**config.mk**
```make
export PLATFORM = sky130hd
export DESIGN_NAME = stepgen_ramp
export DESIGN_NICKNAME = d
export VERILOG_FILES = /design/src/rtl/stepgen_ramp.sv
export SDC_FILE = /design/constraint.sdc
export NUM_CORES = 1
export LEC_CHECK = 0
export BUFFER_PORTS_ARGS = -buffer_cell sky130_fd_sc_hd__buf_4
export CAP_MARGIN = 15
export CORE_MARGIN = 5
export CORE_UTILIZATION = 25
export DETAILED_ROUTE_END_ITERATION = 7
export MAX_ROUTING_LAYER = met4
export PLACE_DENSITY = 0.48
export SETUP_SLACK_MARGIN = 0.15
export SYNTH_ARGS = -nofsm -noshare
export SYNTH_HDL_FRONTEND = slang
export SYNTH_SLANG_ARGS = --single-unit
```
**constraint.sdc**
```tcl
create_clock -name clk -period 6.3 [get_ports clk]
set_input_delay 0.315 -clock clk [delete_from_list [all_inputs] [get_ports clk]]
set_output_delay 0.315 -clock clk [all_outputs]
set_load 0.005 [all_outputs]
```
**src/rtl/stepgen_ramp.sv**
```systemverilog
// Acceleration-limited velocity stage feeding the stepgen velocity input.
// Slews velocity toward the effective target by at most accel per ramp tick, with a zero dwell on reversal.
module stepgen_ramp #(
    parameter int F = 10,
    parameter int A = 8,
    parameter int D = 8
) (
    input  logic                clk,
    input  logic                rst_n,
    input  logic                enable,
    input  logic                load,
    input  logic signed [F:0]   target_in,
    input  logic        [A-1:0] accel,
    input  logic        [D-1:0] ramp_div,
    output logic signed [F:0]   velocity,
    output logic                at_target,
    output logic                stopped
);

    typedef enum logic [1:0] {
        ST_HOLD,
        ST_UP,
        ST_DOWN
    } state_t;

    localparam logic signed [F:0] V_MIN   = {1'b1, {F{1'b0}}};
    localparam logic signed [F:0] V_FLOOR = {1'b1, {(F-1){1'b0}}, 1'b1};

    logic signed [F:0]   r_velocity;
    logic signed [F:0]   r_target;
    logic        [D-1:0] r_cnt;
    logic                r_at_target;
    logic                r_stopped;

    logic                w_tick;
    logic signed [F:0]   w_tgt;
    logic signed [F:0]   w_target_load;
    state_t              w_state;
    logic signed [F+1:0] w_vel_ext;
    logic signed [F+1:0] w_tgt_ext;
    logic signed [F+1:0] w_accel_ext;
    logic signed [F+1:0] w_sum;
    logic                w_over;
    logic signed [F:0]   w_nxt;
    logic signed [F:0]   w_vel_next;

    assign w_tick        = (r_cnt == '0);
    assign w_tgt         = enable ? r_target : '0;
    assign w_target_load = (target_in == V_MIN) ? V_FLOOR : target_in;

    // Sums are carried one bit wider so velocity +/- accel cannot wrap before the clamp.
    assign w_vel_ext   = {r_velocity[F], r_velocity};
    assign w_tgt_ext   = {w_tgt[F], w_tgt};
    assign w_accel_ext = signed'({{(F+2-A){1'b0}}, accel});

    always_comb begin
        w_state = ST_HOLD;
        if (r_velocity < w_tgt) begin
            w_state = ST_UP;
        end else if (r_velocity > w_tgt) begin
            w_state = ST_DOWN;
        end
    end

    always_comb begin
        // NOTE: every always_comb output gets a default first so no path can infer a latch.
        w_sum  = w_vel_ext;
        w_over = 1'b0;
        unique case (w_state)
            ST_UP: begin
                w_sum  = w_vel_ext + w_accel_ext;
                w_over = (w_sum > w_tgt_ext);
            end
            ST_DOWN: begin
                w_sum  = w_vel_ext - w_accel_ext;
                w_over = (w_sum < w_tgt_ext);
            end
            default: begin
                w_sum  = w_vel_ext;
                w_over = 1'b0;
            end
        endcase
    end

    always_comb begin
        w_nxt = w_over ? w_tgt : w_sum[F:0];
        // A step that would cross zero lands on zero for one tick so stepgen sees a clean direction change.
        if ((r_velocity != '0) && (w_nxt[F] != r_velocity[F]) && (w_nxt != '0)) begin
            w_nxt = '0;
        end
        w_vel_next = w_tick ? w_nxt : r_velocity;
    end

    // NOTE: sequential state uses non-blocking assignments so every register samples pre-edge values.
    always_ff @(posedge clk or negedge rst_n) begin
        if (!rst_n) begin
            r_cnt <= '0;
        end else if (w_tick) begin
            r_cnt <= ramp_div;
        end else begin
            r_cnt <= r_cnt - 1'b1;
        end
    end

    always_ff @(posedge clk or negedge rst_n) begin
        if (!rst_n) begin
            r_target <= '0;
        end else if (load) begin
            r_target <= w_target_load;
        end
    end

    // Status flags are computed from the next velocity so they change on the same edge as velocity.
    always_ff @(posedge clk or negedge rst_n) begin
        if (!rst_n) begin
            r_velocity  <= '0;
            r_at_target <= 1'b1;
            r_stopped   <= 1'b1;
        end else begin
            r_velocity  <= w_vel_next;
            r_at_target <= (w_vel_next == w_tgt);
            r_stopped   <= (w_vel_next == '0);
        end
    end

    assign velocity  = r_velocity;
    assign at_target = r_at_target;
    assign stopped   = r_stopped;

endmodule
```
After elaboration in Yosys (flattened, before gate mapping)
Cells that the tools add are included.
{ "word_totals": {"register_bits": 32, "out_inout_bits": 13, "elab_cells": 33} }
{ "op_classes": {"add_sub_neg": 3, "reduce_logical": 6, "magnitude_cmp": 4, "eq_ne": 5, "muxes": 10} }
{ "op_table": {"columns": ["operator", "count"], "rows": [
  ["$mux W11", 5],
  ["$pmux W11 S2", 1],
  ["$reduce_bool A11 Y1", 2],
  ["$add A11 B9 Y12", 1],
  ["$gt A12 B11 Y1", 1],
  ["$lt A12 B11 Y1", 1],
  ["$sub A11 B9 Y12", 1],
  ["$eq A11 B11 Y1", 1],
  ["$eq A11 B11 Y1 const B", 1],
  ["$gt A11 B11 Y1", 1],
  ["$logic_not A11 Y1", 1],
  ["$lt A11 B11 Y1", 1],
  ["$logic_not A8 Y1", 1],
  ["$mux W8", 1],
  ["$sub A8 B1 Y8 const B", 1],
  ["$mux W2", 2],
  ["$eq A2 B1 Y1 const B", 1],
  ["$eq A2 B2 Y1 const B", 1],
  ["$logic_and A1 B1 Y1", 2],
  ["$pmux W1 S2", 1],
  ["$ne A1 B1 Y1", 1]
]} }

Depth between registers and ports, before layout
{ "logic_depth": {"word_depth": 13, "depth_mapped": 23, "ltp_nobuf": 20} }

Least setup slack after synthesis
No wires, ideal clock.
{ "synth_timing": {"kind": "register to register", "start": "reg r_velocity[0], in the netlist velocity[0]", "end": "reg r_velocity[3], in the netlist velocity[3]", "path_slack_ns": 1.693, "path_stages_with_launch": 23, "n_path_buf": 2, "setup_time_ns": 0.091, "required_ns": 6.209, "arrival_time_ns": 4.517, "synth_period_minus_slack_ns": 4.607, "cell_sequence": "dfrtp_1 -> inv_1 -> ha_1 -> inv_1 -> fa_1 -> a211oi_1 -> o211ai_1 -> a21oi_1 -> xnor2_1 -> ha_1 -> nand4_1 -> a211oi_1 -> or3_1 -> a211o_1 -> mux2_2 -> buf_4 -> o221ai_4 -> o21ai_1 -> o21ai_2 -> o21ba_1 -> buf_2 -> or2_4 -> o31ai_4"} }
{ "synth_between": {"elab_chain_cells": 11} }
{ "synth_rtl": {"columns": ["item", "line", "text"], "rows": [
  ["start, declared", "29", "logic signed [F:0] r_velocity;"],
  ["start signal, assigned", "120", "r_velocity <= w_vel_next;"],
  ["parallel branches: the longest is 9 deep, another holds $sub A11 B9 Y12", null, null],
  ["$mux W11 *", "88", "if ((r_velocity != '0) && (w_nxt[F] != r_velocity[F]) && (w_nxt != '0)) begin"],
  ["$mux W11 *", "91", "w_vel_next = w_tick ? w_nxt : r_velocity;"],
  ["net w_vel_next[3]", "45", "logic signed [F:0] w_vel_next;"]
]} }
Mark *: on every way through the listed nets, which the timed path passes.
A chain may end at the register's enable or synchronous reset.

Worst setup path in the final report
Same ends and word-level chain as after synthesis.

==> impl_metrics.csv <==
group,metric,value,unit
synth,synth_seq_area_share,19.6,%
critical_path,critPathLaunchType,"flop",
clock_tree,postCtsHoldBufs,1,
detailed_routing,wl_met1,6810,µm
critical_path,path_max_fanout,28,
power,power.density,204,mW/mm²
placement,gp_congestion,0.941,
clock_tree,h-tree-depth,2,
clock_tree,cts_made_buffers,5,
sta,final-max-slew-violation-count,0,
sta,worstMarginPinSlew,0.685,ns
clock_tree,clock_sinks,32,
placement,place_inst,762,
sta,setup-violations-final,0,
detailed_routing,num_vias,4151,
placement,hpwl,11400,µm
floorplanning,start_util,25.6,%
critical_path,cp_slowest_cell,"mux2_2",
detailed_routing,routed_wl,14600,µm
grt,grt_pass1_vias,4164,
sta,fmax,177,MHz
clock_tree,cts_tree,"done",
sta,fin_crit,5.66,ns
detailed_routing,drt_iter0_markers,379,
sta,finClkSkew,0.00306,ns
power,p_leak,2.01,nW
synth,ys_async_sr_fraction,100,%
detailed_routing,drc,0,
cells_and_area,mostFrequentLayoutCell,"nor2_1",
detailed_routing,viasPerCell,5.38,
synth,synth_edf_count,0,
cells_and_area,n_antenna_cell,0,
floorplanning,fp.dieH,138,µm
floorplanning,ios,44,
placement,portBuffers,43,
job,maxCapViolations,0,
critical_path,required,6.48,ns
synth,synth_cells,520,
critical_path,crit_path_end_kind,"flop",
detailed_routing,top_layer_used,"met4",
synth,syn_nets,605,
sta,fin_tns_setup,0,ns
grt,antenna_found_initial,0,
cells_and_area,layout.nets,639,
detailed_routing,wl_met2,6750,µm
grt,grt_max_degree,33,
synth,synth_seq_cells,32,
sta,layout_setup_ws,0.638,ns
critical_path,crit_chain,"inv_1, ha_1, inv_1, fa_1, a211oi_1, o21ai_0, xnor2_1, inv_1, ha_1, a21oi_1, a211oi_1, or3_1, a211o_1, mux2_2, o221ai_4, o21ai_1, o21ai_2, o21ba_1, or2_4, o31ai_4",
critical_path,crit_type,"reg2reg",
cells_and_area,syn_to_final_growth,17.0,%
sta,relSlewSlack,54.4,%
detailed_routing,route.met3.wl,803,µm
min_path,hold_path_class,"in2reg",
clock_tree,cts.clk_slew.worst_paths,0.05,ns
grt,overflow,0,
cells_and_area,mostFrequentLayoutCells,"nor2_1, nand2_1, ha_1",
synth,synth_area_leader_cell,"dfrtp_1",
floorplanning,rows,46,
placement,dp_slack,0.727,ns
clock_tree,postCtsSetupRepairBufs,0,
sta,holdWs,0.243,ns
min_path,worstHoldPathCells,3,
synth,synth.top_cell.area_share,18.3,%
power,ir_drop,143,µV
status,status,"completed",
floorplanning,coreArea,0.0160,mm²
synth,synth_ff_type,"dfrtp_1",
synth,ys_types,67,
cells_and_area,multi_input_area,0.00308,mm²
floorplanning,dieArea,0.0190,mm²
cells_and_area,drive_gt1_share,15.1,%
synth,synth.area.top_cells,"dfrtp_1, ha_1, nor2_1",
clock_tree,post_cts_resized,0,
clock_tree,cts_root_buf,"clkbuf_16",
floorplanning,die_w,138,µm
critical_path,crit_arrival,5.85,ns
grt,globalRouteTotalUtil,16.1,%
grt,grt_pass1_wl,23200,µm
sta,min_period_over_period,89.9,%
detailed_routing,wl_per_cell,19.0,µm
sta,rsz0062_at_grt,"no",
critical_path,crit_top_cell,"inv_1",
synth,avgSynthCellArea,7.88,µm²
detailed_routing,drtPass1Iterations,5,
cells_and_area,regArea,803,µm²
critical_path,cpPeakStageDelay,0.52,ns
critical_path,worstRegToRegCells,20,
sta,hold_violations,0,
clock_tree,cts_max_path_buffers,2,
cells_and_area,fillerInstances,1784,
detailed_routing,ant_nets,0,
synth,synth_area,0.00410,mm²
clock_tree,clock_latency,0.28,ns
synth,ys_warn_count,0,
cells_and_area,fin_cells,771,
## per-layer routing
layer | up-vias | GRT usage (%)
met4 | 0 | 3.62
li1 | 1957 | -
met3 | 20 | 1.49
met5 | - | -
met2 | 141 | 26.0
met1 | 2033 | 22.0
## worst max-delay path, delay by kind of cell, from the launching register on
kind | cells | cell delay [ns]
DFF | 1 | 0.46
AOI/OAI and AO/OA | 10 | 2.33
adders and majority gates | 3 | 0.95
buffers and inverters | 3 | 0.35
xor gates and xnor gates | 1 | 0.26
and+or+nand+nor | 2 | 0.70
muxes | 1 | 0.52
## where the power goes
part	switching (mW)	internal (mW)
Combinational	0.292	0.190
Clock	0.0859	0.146
Sequential	0.0280	0.235
Total	0.406	0.571
## state kept, by name, indices dropped and copies added, names as in the netlist
name and count:
r_cnt 8, at_target 1, stopped 1, velocity 11, r_target 11
## stage by stage
| stage | utilization, % | power (mW) | cell area [µm²] |
|---|---|---|---|
| finish | 29.9 | 0.977 | 4790 |
| detailed placement | 29.0 | 0.739 | 4640 |
| global placement | 29.0 | 0.737 | 4640 |
| global route | 29.9 | 1.05 | 4790 |
| CTS | 29.9 | 0.976 | 4790 |
| floorplan | - | 0.607 | 4100 |
## layout make-up
| type | instances | share of cell area (%) |
|---|---|---|
| tap | 216 | 5.64 |
| timing repair buffer | 51 | 8.05 |
| multi-input combinational | 434 | 64.3 |
| sequential | 32 | 16.8 |
| clock inverter | 1 | 0.104 |
| clock buffer | 7 | 2.77 |
| inverter | 30 | 2.35 |
## cells by family after synthesis
group,Yosys count,synth area share [%]
AOI/OAI and AO/OA,140,23.6
xor gates and xnor gates,31,6.63
muxes,25,6.57
DFF,32,19.6
and+or+nand+nor,184,21.6
adders and majority gates,54,16.9
buffers and inverters,54,5.16
## worst paths after layout
kind | startpoint | end | slack [ns]
hold / removal | ramp_div[4] | r_cnt[4] | 0.24
max in group asynchronous | rst_n | stopped | 5.44
setup reg to reg | velocity[0] | velocity[3] | 0.64
setup / recovery | velocity[0] | velocity[3] | 0.64
min in group asynchronous | rst_n | r_cnt[4] | 0.52
hold reg to reg | r_cnt[0] | r_cnt[0] | 0.48
## cells in the mapped netlist (3+ instances only)
cell type / instances
inv_1: 29
or4_1: 3
nand2b_1: 8
o221ai_1: 3
nor2b_1: 5
a21o_1: 6
xor2_1: 8
o21ai_0: 20
and2_1: 4
mux2_2: 15
o31ai_1: 5
ha_1: 52
o211ai_1: 12
buf_1: 4
nand2_1: 53
or3_1: 7
dfrtp_1: 30
a211oi_1: 8
a31oi_1: 7
o21a_1: 4
o2111ai_1: 3
nand3_1: 9
mux2i_1: 10
nor2_1: 57
xnor2_1: 23
nor4_1: 6
nand4_1: 12
o22ai_1: 5
a21oi_1: 34
nor3_1: 3
buf_2: 4
o21ai_1: 7
clkbuf_1: 15
and3_1: 6
No activity file was read; power rests on OpenSTA's default activity.
